$ cat src/rtl/pong_pkg.sv
// pong_pkg: shared screen geometry, paddle position limits, paddle motion
// states and the player command encoding used by the paddle controller.
// Contents:
//   SCREEN_W, SCREEN_H, PADDLE_HEIGHT : screen and paddle geometry (lines)
//   POS_MAX                           : lowest legal paddle top line
//   POS_W                             : paddle position width (bits)
//   motion_e                          : IDLE / MOVE_UP / MOVE_DOWN
//   cmd_e                             : CMD_NONE / CMD_UP / CMD_DOWN
//   decode_cmd()                      : stable button pair -> cmd_e
package pong_pkg;

  localparam int SCREEN_W      = 640;
  localparam int SCREEN_H      = 480;
  localparam int PADDLE_HEIGHT = 50;
  localparam int POS_MAX       = SCREEN_H - PADDLE_HEIGHT;
  localparam int POS_W         = 10;

  typedef enum logic [1:0] {
    IDLE      = 2'd0,
    MOVE_UP   = 2'd1,
    MOVE_DOWN = 2'd2
  } motion_e;

  typedef enum logic [1:0] {
    CMD_NONE = 2'd0,
    CMD_UP   = 2'd1,
    CMD_DOWN = 2'd2
  } cmd_e;

  // Pressing both buttons cancels out, same as pressing neither.
  function automatic cmd_e decode_cmd(input logic up, input logic down);
    cmd_e cmd;
    case ({up, down})
      2'b10:   cmd = CMD_UP;
      2'b01:   cmd = CMD_DOWN;
      default: cmd = CMD_NONE;
    endcase
    return cmd;
  endfunction

endpackage

$ cat src/rtl/paddle_axis.sv
// paddle_axis: one player's paddle. Debounces the two synchronised buttons,
// decodes a motion command, runs the IDLE/MOVE_UP/MOVE_DOWN FSM with its
// speed register and updates the clamped paddle position on each frame tick.
// Build option: PADDLE_ACCEL_EN defined -> speed ramps by one line/frame per
// frame of continued motion up to SPEED_MAX; undefined -> constant SPEED_BASE.
// Ports:
//   clk, reset    : clock, asynchronous active-high reset
//   tick          : one-cycle frame strobe (vsync assertion edge)
//   btn_up_sync   : synchronised "up" button
//   btn_down_sync : synchronised "down" button
//   pos           : registered paddle top line, 0..POS_MAX_P
module paddle_axis
  import pong_pkg::*;
#(
  parameter int POS_INIT        = 215,
  parameter int POS_MAX_P       = 430,
  parameter int DEBOUNCE_CYCLES = 65536,
  parameter int SPEED_BASE      = 2,
  parameter int SPEED_MAX       = 8
) (
  input  logic             clk,
  input  logic             reset,
  input  logic             tick,
  input  logic             btn_up_sync,
  input  logic             btn_down_sync,
  output logic [POS_W-1:0] pos
);

  localparam int CNT_W = (DEBOUNCE_CYCLES > 2) ? $clog2(DEBOUNCE_CYCLES) : 1;
  localparam int SPD_W = $clog2(SPEED_MAX + 2);

  localparam logic [CNT_W-1:0] CNT_LAST  = CNT_W'(DEBOUNCE_CYCLES - 1);
  localparam logic [SPD_W-1:0] SPD_BASE  = SPD_W'(SPEED_BASE);
`ifdef PADDLE_ACCEL_EN
  localparam logic [SPD_W-1:0] SPD_MAX   = SPD_W'(SPEED_MAX);
`endif
  localparam logic [POS_W:0]   POS_LIM   = (POS_W + 1)'(POS_MAX_P);
  localparam logic [POS_W-1:0] POS_CLAMP = POS_W'(POS_MAX_P);
  localparam logic [POS_W-1:0] POS_RST   = POS_W'(POS_INIT);

  // Index 0 = up button, index 1 = down button.
  logic [1:0]              btn_s;
  logic [1:0][CNT_W-1:0]   cnt_q, cnt_d;
  logic [1:0]              stable_q, stable_d;

  motion_e                 state_q, state_d;
  logic [SPD_W-1:0]        speed_q, speed_d;
  logic [SPD_W-1:0]        speed_ramp_s;
  logic [POS_W-1:0]        pos_q, pos_d;
  logic [POS_W:0]          sum_s;
  cmd_e                    cmd_s;

  assign btn_s = {btn_down_sync, btn_up_sync};
  assign cmd_s = decode_cmd(stable_q[0], stable_q[1]);
  assign pos   = pos_q;

  // Debounce: the stable value flips only after DEBOUNCE_CYCLES consecutive
  // cycles of disagreement; any agreement restarts the count.
  always_comb begin
    for (int i = 0; i < 2; i++) begin
      cnt_d[i]    = '0;
      stable_d[i] = stable_q[i];
      if (btn_s[i] != stable_q[i]) begin
        if (cnt_q[i] == CNT_LAST) begin
          stable_d[i] = ~stable_q[i];
          cnt_d[i]    = '0;
        end else begin
          cnt_d[i] = cnt_q[i] + CNT_W'(1);
        end
      end else begin
        cnt_d[i] = '0;
      end
    end
  end

  // Speed used when the current move direction continues.
  always_comb begin
`ifdef PADDLE_ACCEL_EN
    if (speed_q >= SPD_MAX) begin
      speed_ramp_s = SPD_MAX;
    end else begin
      speed_ramp_s = speed_q + SPD_W'(1);
    end
`else
    speed_ramp_s = SPD_BASE;
`endif
  end

  // Motion FSM, speed and position next-state; everything holds between ticks.
  always_comb begin
    state_d = state_q;
    speed_d = speed_q;
    pos_d   = pos_q;
    sum_s   = '0;
    if (tick) begin
      case (cmd_s)
        CMD_UP: begin
          state_d = MOVE_UP;
          if (state_q == MOVE_UP) begin
            speed_d = speed_ramp_s;
          end else begin
            speed_d = SPD_BASE;
          end
          // Saturate at the top edge instead of wrapping below zero.
          if (pos_q < POS_W'(speed_d)) begin
            pos_d = '0;
          end else begin
            pos_d = pos_q - POS_W'(speed_d);
          end
        end
        CMD_DOWN: begin
          state_d = MOVE_DOWN;
          if (state_q == MOVE_DOWN) begin
            speed_d = speed_ramp_s;
          end else begin
            speed_d = SPD_BASE;
          end
          // One extra bit so the sum cannot overflow before the clamp.
          sum_s = {1'b0, pos_q} + (POS_W + 1)'(speed_d);
          if (sum_s > POS_LIM) begin
            pos_d = POS_CLAMP;
          end else begin
            pos_d = sum_s[POS_W-1:0];
          end
        end
        default: begin
          state_d = IDLE;
          speed_d = SPD_BASE;
        end
      endcase
    end else begin
      state_d = state_q;
    end
  end

  // State registers.
  always_ff @(posedge clk or posedge reset) begin
    if (reset) begin
      cnt_q    <= '0;
      stable_q <= 2'b00;
      state_q  <= IDLE;
      speed_q  <= SPD_BASE;
      pos_q    <= POS_RST;
    end else begin
      cnt_q    <= cnt_d;
      stable_q <= stable_d;
      state_q  <= state_d;
      speed_q  <= speed_d;
      pos_q    <= pos_d;
    end
  end

endmodule

$ cat src/rtl/paddle_ctrl.sv
// paddle_ctrl: turns four raw player buttons into per-frame paddle positions.
// Synchronises the buttons, detects the vsync assertion edge as the frame
// tick, and runs one paddle_axis per player. Build option PADDLE_ACCEL_EN
// enables the speed ramp inside paddle_axis.
// Ports:
//   clk          : pixel clock
//   reset        : asynchronous active-high reset
//   vsync        : vsync from the sync generator (already in clk domain)
//   p1_up/p1_down, p2_up/p2_down : raw asynchronous push-buttons
//   paddle1_next, paddle2_next   : registered paddle top lines, 0..POS_MAX
//   frame_tick   : one-clk pulse in the cycle the new positions appear
module paddle_ctrl
  import pong_pkg::*;
#(
  parameter int SCREEN_H         = pong_pkg::SCREEN_H,
  parameter int PADDLE_HEIGHT    = pong_pkg::PADDLE_HEIGHT,
  parameter int POS_INIT         = 215,
  parameter int DEBOUNCE_CYCLES  = 65536,
  parameter int SPEED_BASE       = 2,
  parameter int SPEED_MAX        = 8,
  parameter int VSYNC_ACTIVE_LOW = 1
) (
  input  logic             clk,
  input  logic             reset,
  input  logic             vsync,
  input  logic             p1_up,
  input  logic             p1_down,
  input  logic             p2_up,
  input  logic             p2_down,
  output logic [POS_W-1:0] paddle1_next,
  output logic [POS_W-1:0] paddle2_next,
  output logic             frame_tick
);

  localparam int   POS_LIMIT  = SCREEN_H - PADDLE_HEIGHT;
  localparam logic VSYNC_IDLE = (VSYNC_ACTIVE_LOW != 0) ? 1'b1 : 1'b0;

  // Button bit order: {p2_down, p2_up, p1_down, p1_up}.
  logic [3:0] sync1_q, sync1_d;
  logic [3:0] sync2_q, sync2_d;
  logic       vsync_q, vsync_d;
  logic       frame_tick_q, frame_tick_d;
  logic       tick_s;

  // Synchroniser inputs, vsync history and the assertion-edge tick.
  always_comb begin
    sync1_d      = {p2_down, p2_up, p1_down, p1_up};
    sync2_d      = sync1_q;
    vsync_d      = vsync;
    // Asserted now and not asserted last cycle; the deassertion edge is ignored.
    tick_s       = (vsync != VSYNC_IDLE) && (vsync_q == VSYNC_IDLE);
    frame_tick_d = tick_s;
  end

  // Synchronisers, vsync delay and frame_tick registers.
  always_ff @(posedge clk or posedge reset) begin
    if (reset) begin
      sync1_q      <= 4'b0000;
      sync2_q      <= 4'b0000;
      vsync_q      <= VSYNC_IDLE;
      frame_tick_q <= 1'b0;
    end else begin
      sync1_q      <= sync1_d;
      sync2_q      <= sync2_d;
      vsync_q      <= vsync_d;
      frame_tick_q <= frame_tick_d;
    end
  end

  assign frame_tick = frame_tick_q;

  paddle_axis #(
    .POS_INIT        (POS_INIT),
    .POS_MAX_P       (POS_LIMIT),
    .DEBOUNCE_CYCLES (DEBOUNCE_CYCLES),
    .SPEED_BASE      (SPEED_BASE),
    .SPEED_MAX       (SPEED_MAX)
  ) u_axis_p1 (
    .clk           (clk),
    .reset         (reset),
    .tick          (tick_s),
    .btn_up_sync   (sync2_q[0]),
    .btn_down_sync (sync2_q[1]),
    .pos           (paddle1_next)
  );

  paddle_axis #(
    .POS_INIT        (POS_INIT),
    .POS_MAX_P       (POS_LIMIT),
    .DEBOUNCE_CYCLES (DEBOUNCE_CYCLES),
    .SPEED_BASE      (SPEED_BASE),
    .SPEED_MAX       (SPEED_MAX)
  ) u_axis_p2 (
    .clk           (clk),
    .reset         (reset),
    .tick          (tick_s),
    .btn_up_sync   (sync2_q[2]),
    .btn_down_sync (sync2_q[3]),
    .pos           (paddle2_next)
  );

endmodule

$ cat config.mk
export PLATFORM = sky130hd
export DESIGN_NAME = paddle_ctrl
export DESIGN_NICKNAME = d
export VERILOG_FILES = /design/src/rtl/pong_pkg.sv /design/src/rtl/paddle_axis.sv /design/src/rtl/paddle_ctrl.sv
export SDC_FILE = /design/constraint.sdc
export NUM_CORES = 1
export LEC_CHECK = 0
export ABC_AREA = 1
export CELL_PAD_IN_SITES_DETAIL_PLACEMENT = 1
export CELL_PAD_IN_SITES_GLOBAL_PLACEMENT = 2
export CORE_MARGIN = 10
export CORE_UTILIZATION = 40
export DETAILED_ROUTE_END_ITERATION = 12
export PLACE_DENSITY_LB_ADDON = 0.05
export SLEW_MARGIN = 20
export SYNTH_ARGS = -nofsm -noshare
export SYNTH_HDL_FRONTEND = slang
export SYNTH_HIERARCHICAL = 1
export SYNTH_SLANG_ARGS = --single-unit
$ cat constraint.sdc
create_clock -name clk -period 4.6 [get_ports clk]
set_input_delay 0.69 -clock clk [delete_from_list [all_inputs] [get_ports clk]]
set_output_delay 0.69 -clock clk [all_outputs]
set_load 0.02 [all_outputs]
Word-level counts from Yosys, hierarchy flattened
Cells that the tools add are included.

operators by class
  add/subtract/negate cells = 8
  order comparisons = 4
  equality and inequality tests = 16
  muxes and demuxes = 24
  bitwise operators = 5
  reduce and logical (&&, ||, !) cells = 9

operators with widths
  kind                   count
  $mux 16                8
  $add 16x1->16 const B  4
  $eq 16x16->1 const B   4
  $mux 10                4
  $pmux 10 s2            2
  $mux 4                 8
  $add 10x4->11          2
  $gt 11x9->1 const B    2
  $lt 10x4->1            2
  $sub 10x4->10          2
  $reduce_and 2->1       6
  $eq 2x1->1 const B     4
  $eq 2x2->1 const B     4
  $pmux 2 s2             2
  $not 1->1              5
  $ne 1x1->1             4
  $reduce_bool 2->1      2
  $logic_and 1x1->1      1

storage, ports and cells
  register bits = 98
  input port bits = 7
  output and inout port bits = 21
  word-level logic and storage cells = 80

Longest topological paths before layout
Gate-level depths: netlist (run 1).

  depth in word-level cells = 9
  mapped depth = 14
  mapped depth without buffers = 14

Hierarchy
Netlist (run 1), hierarchy kept.

by module, submodules not included
  module                    times used  cells an instance  area an instance (um^2)  seq. area each (um^2)
  paddle_axis at u_axis_p2  1           338                2,677.6                  1,108.6
  paddle_axis at u_axis_p1  1           337                2,638.8                  1,108.6
  paddle_ctrl               1           13                 265.3                    251.5

Worst setup path after synthesis (run 1)
OpenSTA, ideal clock, no wires.

  path type = register to register
  start = reg u_axis_p1.pos_q[1] (netlist: u_axis_p1/pos[1])
  end = reg u_axis_p1.pos_q[3] (netlist: u_axis_p1/pos[3])
  library setup time = 0.113 ns
  arrival = 1.724 ns
  required time = 4.487 ns
  slack = 2.763 ns
  stages on the path, launching flop included = 14
  path buffers = 0
  period minus slack after synthesis = 1.837 ns
  cells stage by stage = dfstp_2 -> inv_1 -> ha_1 -> nand3_1 -> nand3_1 -> nand2_1 -> nand2_1 -> nand2_1 -> nand2_2 -> nand2_2 -> nand2_4 -> nand3_1 -> nand2_1 -> inv_1

between the ends
  longest elaborated chain between the ends = 4
  elaborated cells between the ends (all ways) = 7
  those cells by class = add/sub (2); order compare (2); mux (3)

RTL lines
  item                    line                text
  from (decl)             paddle_axis.sv:49   logic [POS_W-1:0] pos_q, pos_d;
  from (signal assigned)  paddle_axis.sv:149  pos_q <= pos_d;
  $add 10x4->11           paddle_axis.sv:119  sum_s = {1'b0, pos_q} + (POS_W + 1)'(speed_d);
  $gt 11x9->1             paddle_axis.sv:120  if (sum_s > POS_LIM) begin
  $mux 10                 paddle_axis.sv:120
  $pmux 10 s2 *           paddle_axis.sv:96   case (cmd_s)

Every way passes the cells marked *; elsewhere a longest branch is shown, timed or not.
A chain may end at the register's enable or synchronous reset.

Worst setup path after layout (run 1)
  start = reg u_axis_p2.pos_q[2] (netlist: u_axis_p2/pos[2])
  end = out paddle2_next[2]

RTL lines
  item                    line                text
  from (decl)             paddle_axis.sv:49
  from (signal assigned)  paddle_axis.sv:149
  to (decl)               paddle_ctrl.sv:31   output logic [POS_W-1:0] paddle2_next,

No word-level cell between the ends.

==> results.cfg, run 1 <==
[synthesis]
yosysWarnings = 6
yosys.area_share.simple_pct = 31.5
synthCells = 688
synth_top_family_by_area = simple AND/OR/NAND/NOR gates
synth.avg_cell_area_sq_um = 8.11
synth_compound_area_share_pct = 6.77
post_synth_fa_ha_maj_area_fraction_pct = 2.69
synth_seq_area_share_pct = 44.2
synth.area.mux_share_pct = 0.807
synthesis.nets = 707
netlist_area_sq_mm = 0.00558
ys_types = 39
synth-xor-area-share_pct = 6.75
ys_ff_latch = 98

[clocking]
cts_resized = 0
cts_tree = built
cts_root_buf = clkbuf_16
post_cts_buffers = 0
clkSlewWorstSetupHoldPaths_ns = 0.07
h-tree-depth = 3
cts_buffers = 9
cts_num_sinks = 98
hold_buffers = 0
clock_latency_ns = 0.35
cts_buffer_depth = 2

[detailed_routing]
viasPerCell = 5.03
drcViolationCount = 0
drt_iter0_markers = 177
ant_nets = 0
wl_per_cell_microns = 14.6
routed-via-count = 4560
firstDrtPassIters = 4
routed_wl_microns = 13300

[sta]
hold_viol = 0
finalMaxSlewViolations = 0
fmax_mhz = 429
finalCritPeriodShare_pct = 50.7
setup_viol = 0
tns_ns = 0
rsz0062_at_grt = false
tightest_slew_ns = 0.567
skew_ns = 0.00897
min_period_ns = 2.33
max-slew-margin-rel_pct = 62.2
worst_hold_slack_ns = 0.351

[setup_path]
crit_buf_inv = 1
critPathTopFamily = flip-flops
critPathCaptureType = primary output
cp_max_fo = 9
critPathMaxStageDelay_ns = 0.65
r2r_end = u_axis_p2/pos[5]
crit_type = flop to primary output
reg2regPathDepth = 14
r2r_setup_slack_ns = 2.57
cpMaxStageDelayCell = dfstp_2
crit_path_start_kind = flop
r2r_start = u_axis_p2/pos[2]
cp.arrival_ns = 1.64
path_cells = clkdlybuf4s50_1
cp_data_required_time_ns = 3.91

[die]
dieArea_sq_mm = 0.0191
die_y_microns = 138
start_util_pct = 40.5
ioPinCount = 28
die_x_microns = 138
design.core.area_sq_mm = 0.0138
num_rows = 43

[placement]
place_congestion = 0.797
dp_hpwl_microns = 9950
io_buffers = 27

[grt]
antenna_found_initial = 0
grt-ovfl-total = 0
track_usage_pct = 14.5
grt_max_degree = 45
first_global_vias = 4883
grt_pass1_wl_microns = 23700

[power]
p_leak_nw = 2.88
ir_worst_vdd_mv = 0.210
powerDensity_mw_per_mm2 = 280

[worst_hold_path]
whs_path_depth = 0
worstHoldPathType = flop to flop
hold_path_end = sync2_q[1]
min-delay-start = sync1_q[1]

[job]
cap_violations = 0

[status]
status = completed

[finish]
num_antenna_cells = 0
drive_above_1_share_pct = 12.2
nNetsFinal = 741
fin_util_pct = 46.2
synthToLayoutAreaGrowth_pct = 14.1
routing by layer:
layer	routed length (microns)	track usage, %	vias up
met5	0	0	-
met4	106	3.16	0
met3	341	3.84	6
met2	6590	24.7	33
met1	6210	17.9	2232
li1	-	-	2289
how the worst max path moves through the flow:
stage	from	end	slack [ns]	depth (start not counted)
finish	u_axis_p2/pos[2]	paddle2_next[2]	2.27	1
detailed placement	vsync	u_axis_p2/pos[9]	2.10	8
floorplan	u_axis_p1/pos[1]	u_axis_p1/pos[3]	2.76	13
global placement	vsync	u_axis_p2/pos[9]	2.16	8
global route	u_axis_p2/pos[3]	paddle2_next[3]	2.20	1
CTS	u_axis_p2/pos[3]	paddle2_next[3]	2.23	1
cell usage after synthesis, drive strengths merged:
cell	number	area (sq um)
nand2	161	639
nor2	98	462
inv	88	330
dfrtp	85	2130
nand3	42	243
nor3	28	140
xor2	27	236
a21oi	26	130
nor4	18	113
o21ai	17	115
nand4	16	106
xnor2	16	140
dfstp	13	342
ha	12	150
buf	5	48.8
clkbuf	5	18.8
a21o	4	30.0
a22oi	4	40.0
a31oi	4	25.0
mux2	4	45.0
nor3b	4	30.0
o21a	4	30.0
or2	4	25.0
clkinv	2	7.51
o21bai	1	7.51
kinds of logic (layout without fill, tap and decap cells):
group           count (synthesis)  after routing
simple gates                  371            371
buf+inv                       100            139
flops                          98             98
compound gates                 60             60
xor+xnor                       43             43
fa+ha+maj                      12             12
mux                             4              4
power breakdown:
part	internal, W	switching, W
clock network	0.000474	0.000321
registers	0.000881	0.0000144
logic	0.0000329	0.0000599
per-stage QoR:
| step | total power [W] | cells | area, sq um | worst slack [ns] |
|---|---|---|---|---|
| floorplan | 0.000969 | 688 | 5580 | 2.76 |
| global placement | 0.00100 | 891 | 6050 | 2.16 |
| detailed placement | 0.00101 | 891 | 6050 | 2.10 |
| CTS | 0.00182 | 907 | 6370 | 2.23 |
| global route | 0.00187 | 907 | 6370 | 2.20 |
| finish | 0.00178 | 907 | 6370 | 2.27 |
state kept, by name, indices dropped and copies added (netlist names):
name                flops
vsync_q                 1
u_axis_p2/stable_q      2
u_axis_p1/cnt_q        32
u_axis_p1/stable_q      2
u_axis_p2/cnt_q        32
u_axis_p1/pos          10
u_axis_p2/pos          10
frame_tick              1
sync2_q                 4
sync1_q                 4
placed cells by master (no fill, tap or decap), drive strengths merged:
master,synthesis,layout
nand2,161,161
nor2,98,98
inv,88,86
dfrtp,85,85
nand3,42,42
nor3,28,28
clkdlybuf4s50,0,27
xor2,27,27
a21oi,26,26
nor4,18,18
o21ai,17,17
xnor2,16,16
nand4,16,16
dfstp,13,13
ha,12,12
clkbuf,5,10
clkinv,2,7
buf,5,6
a31oi,4,4
o21a,4,4
a21o,4,4
or2,4,4
nor3b,4,4
mux2,4,4
a22oi,4,4
bufinv,0,2
clkinvlp,0,1
o21bai,1,1
cell type report:
cell class / instances / area (sq um)
sequential: 98 / 2470
inverter: 90 / 338
timing repair buffer: 33 / 315
clock buffer: 10 / 229
fill: 1703 / 7410
multi-input combinational: 490 / 2710
clock inverter: 6 / 82.6
tap: 180 / 225
(Power assumes the default switching activity.)
==> run 2: changes to the inputs <==
CORE_UTILIZATION = 37   (was 40)
clock period = 2.3 ns   (was 4.6 ns; I/O delays follow)
==> run 2 against run 1 <==
Net effect:
- via count shrank 0.64%
- register-to-register slack worse by 2.2 ns
- worst setup slack lost 1.9 ns
- first-iteration DRC count decreased by 11%
- final area rose by 0.43%
- non-clock buffer count rose by 2
- critical path type unchanged
- critical endpoint unchanged
- largest power group unchanged
==> results.cfg, run 2 (same netlist as run 1, synthesis figures left out) <==
[status]
status = completed

[clocking]
cts_num_sinks = 98
clkSlewWorstSetupHoldPaths_ns = 0.07
cts_buffer_depth = 2
hold_buffers = 0
cts_root_buf = clkbuf_16
cts_resized = 0
h-tree-depth = 3
cts_buffers = 9
clock_latency_ns = 0.35
post_cts_buffers = 0
cts_tree = built

[sta]
hold_viol = 0
finalMaxSlewViolations = 0
max-slew-margin-rel_pct = 61.2
tightest_slew_ns = 0.581
min_period_ns = 1.98
setup_viol = 0
tns_ns = 0
finalCritPeriodShare_pct = 86.0
fmax_mhz = 506
rsz0062_at_grt = false
skew_ns = 0.00355

[finish]
fillers = 1790
final_common_cell = nand2_1
most-common-layout-cells = nand2_1, dfrtp_1, inv_1
synthToLayoutAreaGrowth_pct = 14.5
drive_above_1_share_pct = 12.6
nNetsFinal = 743
num_antenna_cells = 0
finish.instance_area_sq_mm = 0.00639
fin_util_pct = 43.7
reg.largest.list = u_axis_p1/cnt_q x32, u_axis_p2/cnt_q x32

[setup_path]
critPathCaptureType = primary output
crit_path_start_kind = flop
critPathTopFamily = flip-flops
cp_max_fo = 9
crit_type = flop to primary output
cp_data_required_time_ns = 1.96
cp.arrival_ns = 1.63
path_cells = clkdlybuf4s50_1
cpMaxStageDelayCell = dfstp_2
crit_buf_inv = 1
critPathMaxStageDelay_ns = 0.64

[worst_hold_path]
worstHoldPathType = input port to asynchronous set/reset pin

[die]
start_util_pct = 38.1
num_rows = 44
die_x_microns = 143
dieArea_sq_mm = 0.0204
die_y_microns = 143
ioPinCount = 28
design.core.area_sq_mm = 0.0146

[detailed_routing]
firstDrtPassIters = 4
routed-via-count = 4531
ant_nets = 0
routed_wl_microns = 13500
wl_per_cell_microns = 14.8
drcViolationCount = 0
drt_iter0_markers = 158
viasPerCell = 4.96

[grt]
grt-ovfl-total = 0
grt_pass1_wl_microns = 24100
antenna_found_initial = 0
track_usage_pct = 14.3
grt_max_degree = 45
first_global_vias = 4921

[placement]
dp_hpwl_microns = 10000
io_buffers = 27
place_congestion = 0.793
dpl_cell_area_sq_mm = 0.00607

[job]
cap_violations = 0

[power]
powerDensity_mw_per_mm2 = 562
p_leak_nw = 2.89
ir_worst_vdd_mv = 0.393
p_int_w = 0.00278
share_seq_of_total_power_pct = 49.8
clockPowerShare_pct = 45.0
switching_share_pct = 22.7
p_sw_w = 0.000816
p_comb_share_pct = 5.2
-- run 2: changes by cell type in the layout (fill, tap and decap cells not counted) --
cell and delta:
clkinv_2 -1, clkinv_4 +1, clkinvlp_4 +1, clkbuf_1 -1
buf_4 +2
-- run 2: power groups by stage --
stage | combinational [W] | sequential [W] | clock (W)
floorplan | 0.000116 | 0.00182 | 0
detailed placement | 0.000191 | 0.00182 | 0
finish | 0.000185 | 0.00179 | 0.00162
global route | 0.000215 | 0.00179 | 0.00176
global placement | 0.000187 | 0.00182 | 0
CTS | 0.000193 | 0.00179 | 0.00168
-- run 2: area by class of cell --
type / count / area [sq um] / area share, %
sequential: 98 / 2470 / 38.6
inverter: 90 / 338 / 5.28
multi-input combinational: 490 / 2710 / 42.3
tap: 184 / 230 / 3.60
clock buffer: 9 / 225 / 3.52
timing repair buffer: 35 / 330 / 5.17
clock inverter: 7 / 93.8 / 1.47
-- run 2: routing by layer --
metal	track usage [%]	part of all wire (%)	wire (microns)
met1	18.3	47	6390
met3	3.12	2.6	349
met5	0	0	0
met2	23.7	49	6600
met4	4.02	1.2	163
-- run 2: final timing paths --
path / startpoint / endpoint / slack (ns) / depth (start not counted)
worst max-delay path: u_axis_p2/pos[2] / paddle2_next[2] / 0.32 / 1
worst min-delay path: reset / sync1_q[1] / 0.36 / 2
worst max register to register: u_axis_p1/pos[1] / u_axis_p1/pos[3] / 0.35 / 10
worst min register to register: sync1_q[0] / sync2_q[0] / 0.36 / 0
max in group asynchronous: reset / u_axis_p2/cnt_q[6] / 1.40 / 3
min in group clk: sync1_q[0] / sync2_q[0] / 0.36 / 0
-- run 2: per-stage QoR --
step           setup WS (ns)  total power, W  cells  hold slack, ns
2_1_floorplan          0.463         0.00194    688           0.184
3_3_place_gp           0.357         0.00201    897           0.333
3_5_place_dp           0.334         0.00201    897           0.342
4_1_cts                0.292         0.00366    913           0.362
5_1_grt                0.143         0.00376    913           0.366
6_report               0.322         0.00359    913           0.361
==> run 3: changes to the inputs <==
SETUP_SLACK_MARGIN = 0.2   (was default)
==> run 3 against run 2 <==
Net effect:
- die area unchanged
- via count increased by 0.57%
- first-iteration DRC count increased by 9.5%
- final cell count increased by 0.55%
- critical endpoint is now paddle2_next[3]
- highest routed layer unchanged
==> results.cfg, run 3 (same netlist as run 1, synthesis figures left out) <==
[power]
p_sw_w = 0.000817
share_seq_of_total_power_pct = 49.8
p_leak_nw = 2.91
powerDensity_mw_per_mm2 = 559
ir_worst_vdd_mv = 0.393
switching_share_pct = 22.7
p_int_w = 0.00278
p_comb_share_pct = 5.2
clockPowerShare_pct = 45.1

[finish]
most-common-layout-cells = nand2_1, dfrtp_1, inv_1
fin_cells = 918
reg.largest.list = u_axis_p1/cnt_q x32, u_axis_p2/cnt_q x32
regArea_sq_mm = 0.00247
synthToLayoutAreaGrowth_pct = 15.3
fin_util_pct = 43.9
nNetsFinal = 748
multi_input_area_sq_mm = 0.00271
num_antenna_cells = 0
drive_above_1_share_pct = 13.4
final_common_cell = nand2_1
fillers = 1794

[detailed_routing]
drcViolationCount = 0
routed_wl_microns = 13700
drt_iter0_markers = 173
ant_nets = 0
wl_per_cell_microns = 14.9
firstDrtPassIters = 4
viasPerCell = 4.96
routed-via-count = 4557

[die]
die_x_microns = 143
start_util_pct = 38.1
ioPinCount = 28
dieArea_sq_mm = 0.0204
die_y_microns = 143
design.core.area_sq_mm = 0.0146
num_rows = 44

[grt]
grt_max_degree = 45
grt-ovfl-total = 0
antenna_found_initial = 0
track_usage_pct = 14.3
grt_pass1_wl_microns = 24100
first_global_vias = 4921

[sta]
worst_hold_slack_ns = 0.361
max-slew-margin-rel_pct = 61.2
tns_ns = 0
tightest_slew_ns = 0.582
rsz0062_at_grt = false
setup_viol = 0
finalMaxSlewViolations = 0
skew_ns = 0.00352
fmax_mhz = 505
finalCritPeriodShare_pct = 86.1
hold_viol = 0
min_period_ns = 1.98

[placement]
io_buffers = 27
place_congestion = 0.793
dp_hpwl_microns = 10000
placedCellCount = 897

[setup_path]
reg2regPathDepth = 10
crit_type = flop to primary output
cpMaxStageDelayCell = clkdlybuf4s50_1
crit_buf_inv = 1
r2r_end = u_axis_p1/pos[3]
cp.arrival_ns = 1.64
critPathMaxStageDelay_ns = 0.69
critPathTopFamily = buffers and inverters
cp_max_fo = 9
path_cells = clkdlybuf4s50_1
crit_path_start_kind = flop
r2r_start = u_axis_p1/pos[2]
critPathCaptureType = primary output
cp_data_required_time_ns = 1.96
r2r_setup_slack_ns = 0.37

[job]
cap_violations = 0

[status]
status = completed

[clocking]
cts_buffers = 9
clkSlewWorstSetupHoldPaths_ns = 0.07
cts_tree = built
cts_root_buf = clkbuf_16
cts_buffer_depth = 2
hold_buffers = 0
h-tree-depth = 3
cts_num_sinks = 98
clock_latency_ns = 0.35

[worst_hold_path]
worstHoldPathType = input port to asynchronous set/reset pin
==> run 3: cell types whose count changed in the layout (fill, tap and decap cells not counted) <==
cell	previous run	this run
buf_4	8	13
ha_1	12	11
ha_2	0	1
==> run 3: power by group through the flow <==
stage	Clock, W	Combinational (W)	Sequential, W
4_1_cts	0.00168	0.000193	0.00179
3_5_place_dp	0	0.000191	0.00182
6_report	0.00162	0.000186	0.00179
3_3_place_gp	0	0.000187	0.00182
2_1_floorplan	0	0.000116	0.00182
5_1_grt	0.00176	0.000215	0.00179
==> run 3: per-layer routing <==
| layer | global-route usage, % | wire [microns] |
|---|---|---|
| met4 | 4.02 | 150 |
| met2 | 23.7 | 6720 |
| met1 | 18.3 | 6450 |
| met3 | 3.12 | 349 |
| met5 | 0 | 0 |
==> run 3: what timing repair did <==
item / 4_1_cts / 5_1_grt
endpoints found under the setup margin: 0 / 3
buffers inserted: 0 / 5
resized for setup: 0 / 1
==> run 3: stage by stage <==
stage / power, W / setup WS, ns / instance area [sq um]
final: 0.00359 / 0.319 / 6430
after global routing: 0.00376 / 0.199 / 6430
after CTS: 0.00366 / 0.292 / 6390
after detailed placement: 0.00201 / 0.334 / 6070
after global placement: 0.00201 / 0.357 / 6070
after floorplan: 0.00194 / 0.463 / 5580
==> run 3: area by class of cell <==
type                    instances  area share (%)
clock buffers                   9            3.50
inverters                      90            5.25
repair buffers                 40            5.72
clock inverters                 7            1.46
flip-flops and latches         98            38.4
well taps                     184            3.58
multi-input cells             490            42.1
==> run 3: worst max-delay path by stage <==
stage	endpoint	cells after the start	from	slack (ns)
2_1_floorplan	u_axis_p1/pos[3]	13	u_axis_p1/pos[1]	0.46
3_3_place_gp	u_axis_p2/pos[9]	8	vsync	0.36
3_5_place_dp	u_axis_p2/pos[9]	8	vsync	0.33
4_1_cts	paddle2_next[3]	1	u_axis_p2/pos[3]	0.29
5_1_grt	u_axis_p2/pos[5]	14	u_axis_p2/pos[2]	0.20
6_report	paddle2_next[3]	1	u_axis_p2/pos[3]	0.32
